$ cat src/rtl/shuffle_pkg.sv
// Shared types and constants for the shuffle sequencer.
// SHUFFLE_SEQ_FAST_EN (see shuffle_sequencer.sv) removes the CFG cycle; nothing here changes with it.
package shuffle_pkg;
  localparam int SIMD_W   = 64;
  localparam int DATA_W   = 32;
  localparam int CTL_W    = 12;
  localparam int MAX_PASS = 4;
  localparam int LANE_W   = 16;
  localparam int SEL_W    = 3;
  localparam int NLANE    = SIMD_W / LANE_W;

  typedef enum logic [1:0] {IDLE, CFG, RUN, DONE} state_e;

  // sel[2] picks rs2, sel[1:0] picks the source lane
  typedef struct packed {
    logic             src;
    logic [SEL_W-2:0] lane;
  } lane_sel_t;

  typedef lane_sel_t [NLANE-1:0] ctl_word_t;

  localparam ctl_word_t CTL_IDENT = 12'h688;

  function automatic logic [DATA_W-1:0] ctl_zext(input ctl_word_t w);
    return {{(DATA_W-CTL_W){1'b0}}, w};
  endfunction
endpackage

$ cat src/rtl/shuffle_sequencer_if.sv
// Issue/writeback handshake and shuffle-unit drive lines of the shuffle sequencer.
interface shuffle_sequencer_if;
  import shuffle_pkg::*;

  logic                      req_valid;
  logic                      req_ready;
  logic [SIMD_W-1:0]         req_rs1;
  logic [SIMD_W-1:0]         req_rs2;
  logic [MAX_PASS*CTL_W-1:0] req_prog;
  logic [1:0]                req_npass;
  logic                      flush;
  logic [SIMD_W-1:0]         su_rs1;
  logic [SIMD_W-1:0]         su_rs2;
  logic [DATA_W-1:0]         su_ctl;
  logic                      su_ctl_en;
  logic [SIMD_W-1:0]         su_result;
  logic                      rsp_valid;
  logic                      rsp_ready;
  logic [SIMD_W-1:0]         rsp_data;
  logic                      busy;

  modport slave (
    input  req_valid, req_rs1, req_rs2, req_prog, req_npass, flush, su_result, rsp_ready,
    output req_ready, su_rs1, su_rs2, su_ctl, su_ctl_en, rsp_valid, rsp_data, busy
  );

  modport master (
    output req_valid, req_rs1, req_rs2, req_prog, req_npass, flush, su_result, rsp_ready,
    input  req_ready, su_rs1, su_rs2, su_ctl, su_ctl_en, rsp_valid, rsp_data, busy
  );
endinterface

$ cat src/rtl/shuffle_sequencer.sv
// Runs up to MAX_PASS shuffle control words over one operand pair, feeding each result back as rs1.
// `define SHUFFLE_SEQ_FAST_EN to skip the CFG cycle (first control word loads in the accept cycle).
module shuffle_sequencer
  import shuffle_pkg::*;
(
  input  logic               clk,
  input  logic               rst_n,
  shuffle_sequencer_if.slave sq
);

  state_e                     state_q, state_d;
  logic      [1:0]            idx_q, idx_d;
  logic      [1:0]            last_q, last_d;
  logic      [SIMD_W-1:0]     wrk1_q, wrk1_d;
  logic      [SIMD_W-1:0]     wrk2_q, wrk2_d;
  ctl_word_t [MAX_PASS-1:0]   prog_q, prog_d;
  ctl_word_t                  ctl_w;
  logic                       ctl_en;
  logic                       accept;

  assign accept = (state_q == IDLE) && sq.req_valid && !sq.flush;

  always_ff @(posedge clk or negedge rst_n) begin
    if (!rst_n) begin
      state_q <= IDLE;
      idx_q   <= '0;
      last_q  <= '0;
      wrk1_q  <= '0;
      wrk2_q  <= '0;
      prog_q  <= '0;
    end else begin
      state_q <= state_d;
      idx_q   <= idx_d;
      last_q  <= last_d;
      wrk1_q  <= wrk1_d;
      wrk2_q  <= wrk2_d;
      prog_q  <= prog_d;
    end
  end

  always_comb begin
    state_d = state_q;
    idx_d   = idx_q;
    last_d  = last_q;
    wrk1_d  = wrk1_q;
    wrk2_d  = wrk2_q;
    prog_d  = prog_q;
    ctl_en  = 1'b0;
    ctl_w   = '0;
    case (state_q)
      IDLE: if (accept) begin
        wrk1_d = sq.req_rs1;
        wrk2_d = sq.req_rs2;
        prog_d = sq.req_prog;
        last_d = sq.req_npass;
        idx_d  = '0;
`ifdef SHUFFLE_SEQ_FAST_EN
        ctl_en  = 1'b1;
        ctl_w   = sq.req_prog[CTL_W-1:0];
        state_d = RUN;
`else
        state_d = CFG;
`endif
      end
      CFG: begin
        ctl_en  = 1'b1;
        ctl_w   = prog_q[0];
        state_d = RUN;
      end
      // su_result reflects word idx this cycle; preload word idx+1 for the next pass
      RUN: begin
        wrk1_d = sq.su_result;
        if (idx_q != last_q) begin
          ctl_en = 1'b1;
          ctl_w  = prog_q[idx_q + 2'd1];
          idx_d  = idx_q + 2'd1;
        end else begin
          state_d = DONE;
        end
      end
      DONE: if (sq.rsp_ready) state_d = IDLE;
      default: state_d = IDLE;
    endcase
    // flush wins over everything, including a pending control load
    if (sq.flush) begin
      state_d = IDLE;
      ctl_en  = 1'b0;
    end
  end

  assign sq.req_ready = (state_q == IDLE) && !sq.flush;
  assign sq.busy      = (state_q != IDLE);
  assign sq.rsp_valid = (state_q == DONE);
  assign sq.rsp_data  = (state_q == DONE) ? wrk1_q : '0;
  assign sq.su_ctl_en = ctl_en;
  assign sq.su_ctl    = ctl_zext(ctl_w);

`ifdef SHUFFLE_SEQ_FAST_EN
  // the unit computes off the request operands in the accept cycle
  assign sq.su_rs1 = accept ? sq.req_rs1 : wrk1_q;
  assign sq.su_rs2 = accept ? sq.req_rs2 : wrk2_q;
`else
  assign sq.su_rs1 = wrk1_q;
  assign sq.su_rs2 = wrk2_q;
`endif

endmodule
$ cat src/flat_wrapper.sv
// flat-port wrapper written by rule: the top's interface ports become plain ports
module shuffle_sequencer_flat import shuffle_pkg::*;
  (clk, rst_n, sq_req_valid, sq_req_rs1, sq_req_rs2, sq_req_prog, sq_req_npass, sq_flush, sq_su_result, sq_rsp_ready, sq_req_ready, sq_su_rs1, sq_su_rs2, sq_su_ctl, sq_su_ctl_en, sq_rsp_valid, sq_rsp_data, sq_busy);
  shuffle_sequencer_if sq_i ();
  input  logic clk;
  input  logic rst_n;
  input wire logic [$bits(sq_i.req_valid)-1:0] sq_req_valid;
  input wire logic [$bits(sq_i.req_rs1)-1:0] sq_req_rs1;
  input wire logic [$bits(sq_i.req_rs2)-1:0] sq_req_rs2;
  input wire logic [$bits(sq_i.req_prog)-1:0] sq_req_prog;
  input wire logic [$bits(sq_i.req_npass)-1:0] sq_req_npass;
  input wire logic [$bits(sq_i.flush)-1:0] sq_flush;
  input wire logic [$bits(sq_i.su_result)-1:0] sq_su_result;
  input wire logic [$bits(sq_i.rsp_ready)-1:0] sq_rsp_ready;
  output wire logic [$bits(sq_i.req_ready)-1:0] sq_req_ready;
  output wire logic [$bits(sq_i.su_rs1)-1:0] sq_su_rs1;
  output wire logic [$bits(sq_i.su_rs2)-1:0] sq_su_rs2;
  output wire logic [$bits(sq_i.su_ctl)-1:0] sq_su_ctl;
  output wire logic [$bits(sq_i.su_ctl_en)-1:0] sq_su_ctl_en;
  output wire logic [$bits(sq_i.rsp_valid)-1:0] sq_rsp_valid;
  output wire logic [$bits(sq_i.rsp_data)-1:0] sq_rsp_data;
  output wire logic [$bits(sq_i.busy)-1:0] sq_busy;
  assign sq_i.req_valid = sq_req_valid;
  assign sq_i.req_rs1 = sq_req_rs1;
  assign sq_i.req_rs2 = sq_req_rs2;
  assign sq_i.req_prog = sq_req_prog;
  assign sq_i.req_npass = sq_req_npass;
  assign sq_i.flush = sq_flush;
  assign sq_i.su_result = sq_su_result;
  assign sq_i.rsp_ready = sq_rsp_ready;
  assign sq_req_ready = sq_i.req_ready;
  assign sq_su_rs1 = sq_i.su_rs1;
  assign sq_su_rs2 = sq_i.su_rs2;
  assign sq_su_ctl = sq_i.su_ctl;
  assign sq_su_ctl_en = sq_i.su_ctl_en;
  assign sq_rsp_valid = sq_i.rsp_valid;
  assign sq_rsp_data = sq_i.rsp_data;
  assign sq_busy = sq_i.busy;
  shuffle_sequencer u_core (.clk(clk), .rst_n(rst_n), .sq(sq_i));
endmodule
$ cat config.mk
export PLATFORM = sky130hd
export DESIGN_NAME = shuffle_sequencer_flat
export DESIGN_NICKNAME = d
export VERILOG_FILES = /design/src/rtl/shuffle_pkg.sv /design/src/rtl/shuffle_sequencer_if.sv /design/src/rtl/shuffle_sequencer.sv /design/src/flat_wrapper.sv
export SDC_FILE = /design/constraint.sdc
export NUM_CORES = 1
export LEC_CHECK = 0
export ABC_AREA = 1
export BUFFER_PORTS_ARGS = -buffer_cell sky130_fd_sc_hd__buf_2
export CORE_AREA = 8 8 178 180
export CTS_CLUSTER_DIAMETER = 50
export CTS_CLUSTER_SIZE = 14
export DETAILED_ROUTE_END_ITERATION = 8
export DIE_AREA = 0 0 186 188
export SLEW_MARGIN = 25
export SYNTH_ARGS = -nofsm -noshare
export SYNTH_HDL_FRONTEND = slang
export SYNTH_SLANG_ARGS = --single-unit
$ cat constraint.sdc
create_clock -name clk -period 1.45 [get_ports clk]
set_input_delay 0.2175 -clock clk [delete_from_list [all_inputs] [get_ports clk]]
set_output_delay 0.2175 -clock clk [all_outputs]
set_load 0.02 [all_outputs]
# Word-level counts from Yosys, hierarchy flattened
# Index checks and enable logic that the tools add are counted.
# classes
n_reduce_logical	11
n_eq_ne	9
n_lt_le_gt_ge	1
addsub	1
muxes	18
# op_table
cell	n
2-to-1 mux 64 bit	2
case mux 64 bit (2 select lines)	1
binary-select mux 12 bit (select 2 bit)	1
2-to-1 mux 12 bit	2
case mux 12 bit (2 select lines)	1
2-to-1 mux 2 bit	6
case mux 2 bit (4 select lines)	1
inequality test 3 bit, second input constant	2
AND reduction 3 bit	2
equality test 2 bit, second input constant	2
inequality test 2 x 1 -> 1 bit, second input constant	2
case mux 2 bit (2 select lines)	1
AND reduction 2 bit	2
nonzero test 2 bit	2
logical AND 1 bit	3
less-than comparator 2 x 3 -> 1 bit, second input constant	1
inequality test 3 x 2 -> 1 bit, second input constant	1
adder 2 x 1 -> 2 bit, second input constant	1
equality test 2 x 1 -> 1 bit, second input constant	1
logical NOT 2 bit	1
2-to-1 mux 1 bit	2
inequality test 2 bit	1
case mux 1 bit (2 select lines)	1
logical NOT 1 bit	1
# word_totals
inputBits	247
regBits	182
output_inout_bits	228
word_cells	77

# Logic depth before layout (Yosys ltp)
# Gate-level depths: netlist of run 1.
# depth
word_depth	6
ltp_mapped	10
ltp_nobuf	8

# Worst setup path before layout of run 1
# No wires, ideal clock.
# synth_path
path_kind	register to register
startpoint	register u_core.state_q[0]
endpoint	register u_core.wrk1_q[10], in the netlist u_core.sq.su_rs1[10]
path_buffers	2
required_ps	1324
setup_time_ps	126
t_arrival_ps	1614
period_less_slack_ps	1740
path_slack_ps	-290
path_stages_with_launch	10
cell_sequence	dfrtp_1 -> inv_1 -> ha_1 -> inv_2 -> nor2_4 -> nand3_2 -> o21ai_2 -> buf_6 -> buf_2 -> o21ai_0
# synth_between
elab_chain_cells	5
elab_cells_between_ends	8
cone_classes	eq/ne: 2; mux: 1; reduce/logical: 5
# synth_rtl
item	line	rtl
start: declaration	shuffle_sequencer.sv:11	state_e state_q, state_d;
start signal: assignment	shuffle_sequencer.sv:32	state_q <= state_d;
logical NOT 2 bit	shuffle_sequencer.sv:21, shuffle_sequencer.sv:50	
logical AND 1 bit (2 in a row)	shuffle_sequencer.sv:21	assign accept = (state_q == IDLE) && sq.req_valid && !sq.flush;
inequality test 2 x 1 -> 1 bit (no line)	--	
AND reduction 2 bit (no line)	--	
end signal: assignment	shuffle_sequencer.sv:35	wrk1_q <= wrk1_d;
end: declaration	shuffle_sequencer.sv:14	logic [SIMD_W-1:0] wrk1_q, wrk1_d;
# Parallel ways exist; a longest one is shown, timed or not.
# A chain may end at the register's enable or synchronous reset.

# Final worst setup path of run 1
# layout_path
startpoint	register u_core.idx_q[1]
endpoint	output sq_su_ctl[2]
# layout_between
elab_chain_cells	5
elab_cells_between_ends	6
cone_classes	add/sub: 1; eq/ne: 1; mux: 4
# layout_rtl
item	line	rtl
start: declaration	shuffle_sequencer.sv:12	logic [1:0] idx_q, idx_d;
start signal: assignment	shuffle_sequencer.sv:33	idx_q <= idx_d;
adder 2 x 1 -> 2 bit	shuffle_sequencer.sv:75	ctl_w = prog_q[idx_q + 2'd1];
binary-select mux 12 bit (select 2 bit)	shuffle_sequencer.sv:75	
2-to-1 mux 12 bit (implied by the code)	shuffle_sequencer.sv:75	
2-to-1 mux 12 bit (*)	shuffle_sequencer.sv:73	if (idx_q != last_q) begin
case mux 12 bit (2 select lines) (*)	shuffle_sequencer.sv:50	case (state_q)
end: declaration	flat_wrapper.sv:18	output wire logic [$bits(sq_i.su_ctl)-1:0] sq_su_ctl;
# Every way passes the cells marked *; elsewhere a longest branch is shown, timed or not. The select of a mux whose other input is x is not followed.

==> results of run 1 <==
==> worst max-delay path: cells and delay by family, from the launching register on <==
kind	cells	cell delay, ns
AOI/OAI and AO/OA	1	0.12
buffers and inverters	3	0.40
DFF	1	0.46
and+or+nand+nor	5	0.42
==> report_power, final <==
group          total [mW]  internal, mW  switching [mW]
logic                18.8          8.40            10.4
clock network        4.93          2.52            2.42
registers            10.0          7.38            2.63
==> timing repair <==
action / in CTS / in global routing
gates cloned: 31 / 33
hold buffers: 14 / 4
pin swaps: 9 / 12
setup buffers: 37 / 20
endpoints found under the hold margin: 51 / 4
resized for setup: 434 / 592
setup endpoints to repair: 261 / 262
==> final cells by class <==
cell class | instances | area, sq um
Clock buffer | 17 | 425.4
Inverter | 253 | 957.2
Multi-Input combinational cell | 829 | 5574
Tap cell | 390 | 488.0
Clock inverter | 15 | 202.7
Fill cell | 2363 | 11060
Sequential cell | 182 | 4558
Antenna cell | 4 | 10.01
Timing Repair Buffer | 631 | 5733
==> flip-flops by register name, summed over array words and instances, names as in the netlist <==
| name | flops |
|---|---|
| u_core.last_q | 2 |
| u_core.prog_q | 48 |
| u_core.sq.su_rs2 | 64 |
| u_core.idx_q | 2 |
| u_core.sq.su_rs1 | 64 |
| u_core.state_q | 2 |
==> how the worst max path moves through the flow <==
stage / slack [ns] / endpoint / cells past startpoint / startpoint
after floorplan: -0.18 / u_core.sq.su_rs1[10] / 9 / u_core.state_q[1]
after global placement: -0.19 / sq_su_ctl[10] / 9 / u_core.idx_q[0]
after detailed placement: -0.24 / u_core.sq.su_rs1[23] / 8 / u_core.state_q[0]
after CTS: -0.61 / sq_su_ctl[7] / 9 / u_core.idx_q[0]
after global routing: -0.68 / sq_su_ctl[3] / 9 / u_core.idx_q[1]
final: -0.60 / sq_su_ctl[2] / 9 / u_core.idx_q[1]
==> synthesized netlist by cell type, drive strengths merged <==
cell type / instances
nand2: 588
inv: 253
dfrtp: 182
o21ai: 181
buf: 72
clkbuf: 18
a21oi: 15
nor2: 13
ha: 6
nand3: 2
nand4: 2
conb: 1
or2: 1
xnor2: 1
==> kinds of logic after synthesis <==
kind of cell             synth area share, %
flip-flops                             48.32
AND/OR/NAND/NOR                        24.40
adder cells (fa/ha/maj)               0.7965
XOR/XNOR                             0.09294
AO/OA/AOI/OAI                          10.45
buffers and inverters                  15.90
other                                0.03979
==> stage by stage <==
step,setup TNS (ns),area (sq um),worst slack (ns),std cells
detailed placement,-29.24,12570,-0.2430,2167
CTS,-91.11,15630,-0.6091,2279
global route,-110.58,17940,-0.6845,2319
finish,-94.93,17950,-0.6021,2321
floorplan,-30.81,9762,-0.1759,1354
global placement,-21.45,12570,-0.1915,2167
==> per-layer routing <==
metal	GRT usage [%]	vias to the layer above	share of wire [%]
met1	24.18	5151	37
met5	0	-	0.019
met4	6.475	2	3.2
li1	-	5082	-
met2	39.29	412	53
met3	4.935	75	7.2
==> metrics.txt, run 1 <==
r2r endpoint=u_core.prog_q[23]; #FFs+latches synth=182; hold_sp=sq_req_rs2[36]; fin. max-slew vios=0; Worst Reg-to-Reg Cells=12; Layout Utilization=61.87%; initial antenna violation count=6; PwrDens=1881 nW/um^2; Initial DRT Pass Iterations=5; R2R Path Start=u_core.state_q[0]; vias in the first global route=10,322; clk_lat worst skew=0.43 ns; Die X=186 um; Longest Clk Path Bufs=2; Worst Hold Path EP=u_core.sq.su_rs2[36]; vias per inst=4.620; Critical Path Max Stage Delay=0.46 ns; starting density of the core=32.49%; WL per Instance=18.46 um; final critical-path share of the clock period=141.5%; row count=63; most frequent CP cell=nand2_1; # IOs=475; Worst Path Arrival=1.83 ns; routed wire length=42,850 um; hold depth=3; worst setup path category=flip-flop to output port; Hold Slack=0.01390 ns; Slew @ Worst Pin=0.5134 ns; post-synthesis sequential area ratio=48.32%; failing checks=negative setup slack; crit path cell chain=inv_1, nand2_1, nand2_1, nor2_2, nor2_2, buf_12, nand2_1, a21oi_4, buf_4; CP max-delay cell=dfrtp_2; Post-Syn Instances=1,335; synth-to-layout area growth=90.43%; Max Fclk=0.4873 GHz; TritonCTS clock tree=done; Hold Vio Cnt, Final=0; Synth top area share=48.32%; Final setup viols=262; largest net degree at the start of global routing=75; die height=188 um; outcome=finished, violations left; cell taking the most area after synthesis=dfrtp_1; DP Wirelength=26,850 um; Yosys warning total=0; Yosys cell types=23; grt ovf=0; H-tree depth reported by CTS=4; clock root cell=clkbuf_16; PortBufs=454; Reg clk slew, reported paths=0.09 ns; Vias=10,722; most frequent cells in the layout=buf_2, nand2_1, inv_1, dfrtp_1, nand2_4; Tmin final=2.052 ns; Max-slew headroom=65.78%; Total Nets Final=2,167; worst min path class=primary input to flip-flop; commonest non-fill, non-tap cell in the layout=buf_2; Fin Clk Skew=0.01416 ns; Routed Antenna Nets=0; number of CTS-inserted buffers=17; total global routing track utilization=21.47%; Synth area leaders=dfrtp_1, nand2_1, inv_1, o21ai_0, buf_2; DRT iter0 DRCs=540; routability cong.=0.9024; first-pass GRT wire length=58,570 um; worst vdd ir=993.4 uV; core area=29,010 sq um; share of cells above drive strength 1=57.45%; die area=34,970 sq um; DRC Markers=0; RSZ-0062 raised after global routing=true; CP Capture Type=output port; CP required=1.23 ns; leakage power=10.54 nW; Total Power=33.77 mW; syn avg cell area=7.060 sq um; fin worst setup slack=-0.6021 ns; Max FO, Critical Path=13; Mapped Area=9425 sq um; reg2reg setup slack=-0.44 ns; Worst Setup Start Kind=flip-flop; max-cap viol count=0; total clock sinks=182
Note: power is estimated with default switching activity, not from simulation.
==> run 2, diff against run 1 <==
- CELL_PAD_IN_SITES_DETAIL_PLACEMENT: default -> 1
- CELL_PAD_IN_SITES_GLOBAL_PLACEMENT: default -> 1
- CORE_AREA: 8 8 178 180 -> default
- CORE_MARGIN: default -> 8
- CORE_UTILIZATION: default -> 28
- DIE_AREA: 0 0 186 188 -> default
- GPL_TIMING_DRIVEN: default -> 0
- PLACE_DENSITY_LB_ADDON: default -> 0.1
==> metrics.txt, run 2 (synthesis gave the netlist of run 1 again) <==
Max Used Layer=met5; Reg clk slew, reported paths=0.08 ns (about the same); Initial DRT Pass Iterations=4 (-1); commonest non-fill, non-tap cell in the layout=nand2_1; CP max-delay cell=dfrtp_2; Vias=10,620 (-0.95%); Die X=199.5 um (+7.2%); max-cap viol count=0 (unchanged); clock root cell=clkbuf_16; PwrDens=1830 nW/um^2 (-2.7%); crit path cell chain=buf_8, nand2_4, nand2_4, nor2_4, nor2_4, buf_6, nand2_1, a21oi_4, buf_6; fin. max-slew vios=0 (unchanged); share of cells above drive strength 1=48.05% (-9.4 points); largest net degree at the start of global routing=80 (+6.7%); Worst Path Arrival=1.93 ns (+0.10 ns); metal1 wirelength=16,980 um (+8.1%); routed wire length=45,590 um (+6.4%); # IOs=475 (unchanged); total global routing track utilization=22.22% (+0.75 points); die height=199.5 um (+6.1%); routability cong.=0.8212 (-9.0%); Hold Vio Cnt, Final=0 (unchanged); PortBufs=454 (unchanged); Total Nets Final=2,213 (+2.1%); DP Wirelength=32,520 um (+21%); Critical path buffers and inverters=3 (unchanged); worst min path class=primary input to flip-flop; synth-to-layout area growth=79.86%; grt ovf=0 (unchanged); Tmin final=2.149 ns (+0.09652 ns); most frequent cells in the layout=nand2_1, buf_2, inv_1, dfrtp_1, buf_6; Longest Clk Path Bufs=2 (unchanged); met2 wire len=24,670 um (+9.0%); Max Fclk=0.4654 GHz (-4.5%); H-tree depth reported by CTS=4 (unchanged); row count=67 (+6.3%); DRC Markers=0 (unchanged); reg2reg setup slack=-0.42 ns (+0.02 ns); failing checks=negative setup slack; Critical Path Max Stage Delay=0.47 ns (about the same); worst setup path category=flip-flop to output port; DR WL met3=2948 um (-5.1%); Fin Clk Skew=0.006491 ns (-0.007673 ns); Hold Slack=0.01242 ns (-0.001481 ns); cell area after placement=12,660 sq um (+0.72%); number of CTS-inserted buffers=17 (unchanged); Final setup viols=262 (unchanged); core area=33,360 sq um (+15%); TritonCTS clock tree=done; Routed Antenna Nets=0 (unchanged); first-pass GRT wire length=67,870 um (+16%); WL per Instance=18.74 um (+1.5%); worst vdd ir=724.0 uV (-27%); setup TNS=-100.14 ns (-5.215 ns); CP Capture Type=output port; DRT iter0 DRCs=357 (-34%); Max FO, Critical Path=5 (-8); CP required=1.23 ns (about the same); vias per inst=4.367 (-5.5%); initial antenna violation count=15 (+9); die area=39,790 sq um (+14%); clk_lat worst skew=0.44 ns (about the same); outcome=finished, violations left; Finished Cell Area=16,950 sq um (-5.5%); final critical-path share of the clock period=148.2% (+6.7 points); Worst Setup Start Kind=flip-flop; total clock sinks=182 (unchanged); leakage power=9.946 nW (-5.7%); Layout Utilization=50.81% (-11 points); fin worst setup slack=-0.6986 ns (-0.09652 ns); vias in the first global route=11,530 (+12%); RSZ-0062 raised after global routing=true; CP delay by family, top=buffers and inverters; starting density of the core=28.25% (-4.2 points)
-- run 2: cell count changes in the layout (fill, tap and decap cells not counted), sizes merged --
| cell | before | now |
|---|---|---|
| dlygate4sd3 | 18 | 47 |
| buf | 590 | 605 |
| diode | 4 | 11 |
| clkinvlp | 0 | 4 |
| clkinv | 7 | 5 |
| bufbuf | 0 | 1 |
| bufinv | 1 | 0 |
| clkbuf | 40 | 41 |
| inv | 260 | 259 |
-- run 2: worst min-delay path: stages --
cell and delay (ns):
buf_2 0.09, inv_1 0.04, o21ai_1 0.06
-- run 2: layout make-up --
cell class                 count  area, sq um
multi-input combinational    829         4469
clock inverter                15        136.4
timing repair buffer         588         4676
clock buffer                  17        425.4
antenna                       11        27.53
buffer                        89         1134
sequential                   182         4558
fill                        4020        16410
inverter                     253        965.9
tap                          448        560.5
-- run 2: layer usage --
layer  up-vias  GRT usage, %
li1       5178             -
met1      5089         24.63
met2       291         41.24
met3        50         5.591
met4        12         6.676
met5         -             0
-- run 2: final timing paths --
check	start	to	cells past startpoint
max	u_core.idx_q[0]	sq_su_ctl[10]	9
max in group asynchronous	rst_n	u_core.prog_q[15]	3
min	sq_req_rs2[63]	u_core.sq.su_rs2[63]	3
min reg2reg	u_core.sq.su_rs2[8]	u_core.sq.su_rs2[8]	2
min in group asynchronous	rst_n	u_core.sq.su_rs1[40]	2
max reg2reg	u_core.state_q[1]	u_core.sq.su_rs1[43]	12
-- run 2: metrics by stage --
stage | instances | power, mW | setup WS, ns
floorplan | 1354 | 16.24 | -0.1759
global placement | 2256 | 20.78 | -3.250
detailed placement | 2258 | 21.10 | -0.5723
CTS | 2416 | 30.34 | -0.6976
global route | 2428 | 33.11 | -0.7889
finish | 2432 | 31.02 | -0.6986
-- run 2: where the power goes --
group / total, mW / internal [mW] / switching, mW
logic: 17.0 / 7.40 / 9.56
registers: 9.45 / 7.38 / 2.07
clock network: 4.61 / 2.28 / 2.34
-- run 2: repair_timing --
item | 4_1_cts | 5_1_grt
gates resized for setup | 479 | 295
setup endpoints to repair | 260 | 262
gates cloned | 35 | 1
hold buffers | 46 | 1
hold endpoints to repair | 81 | 1
setup buffers | 46 | 3
pin swaps | 8 | 8
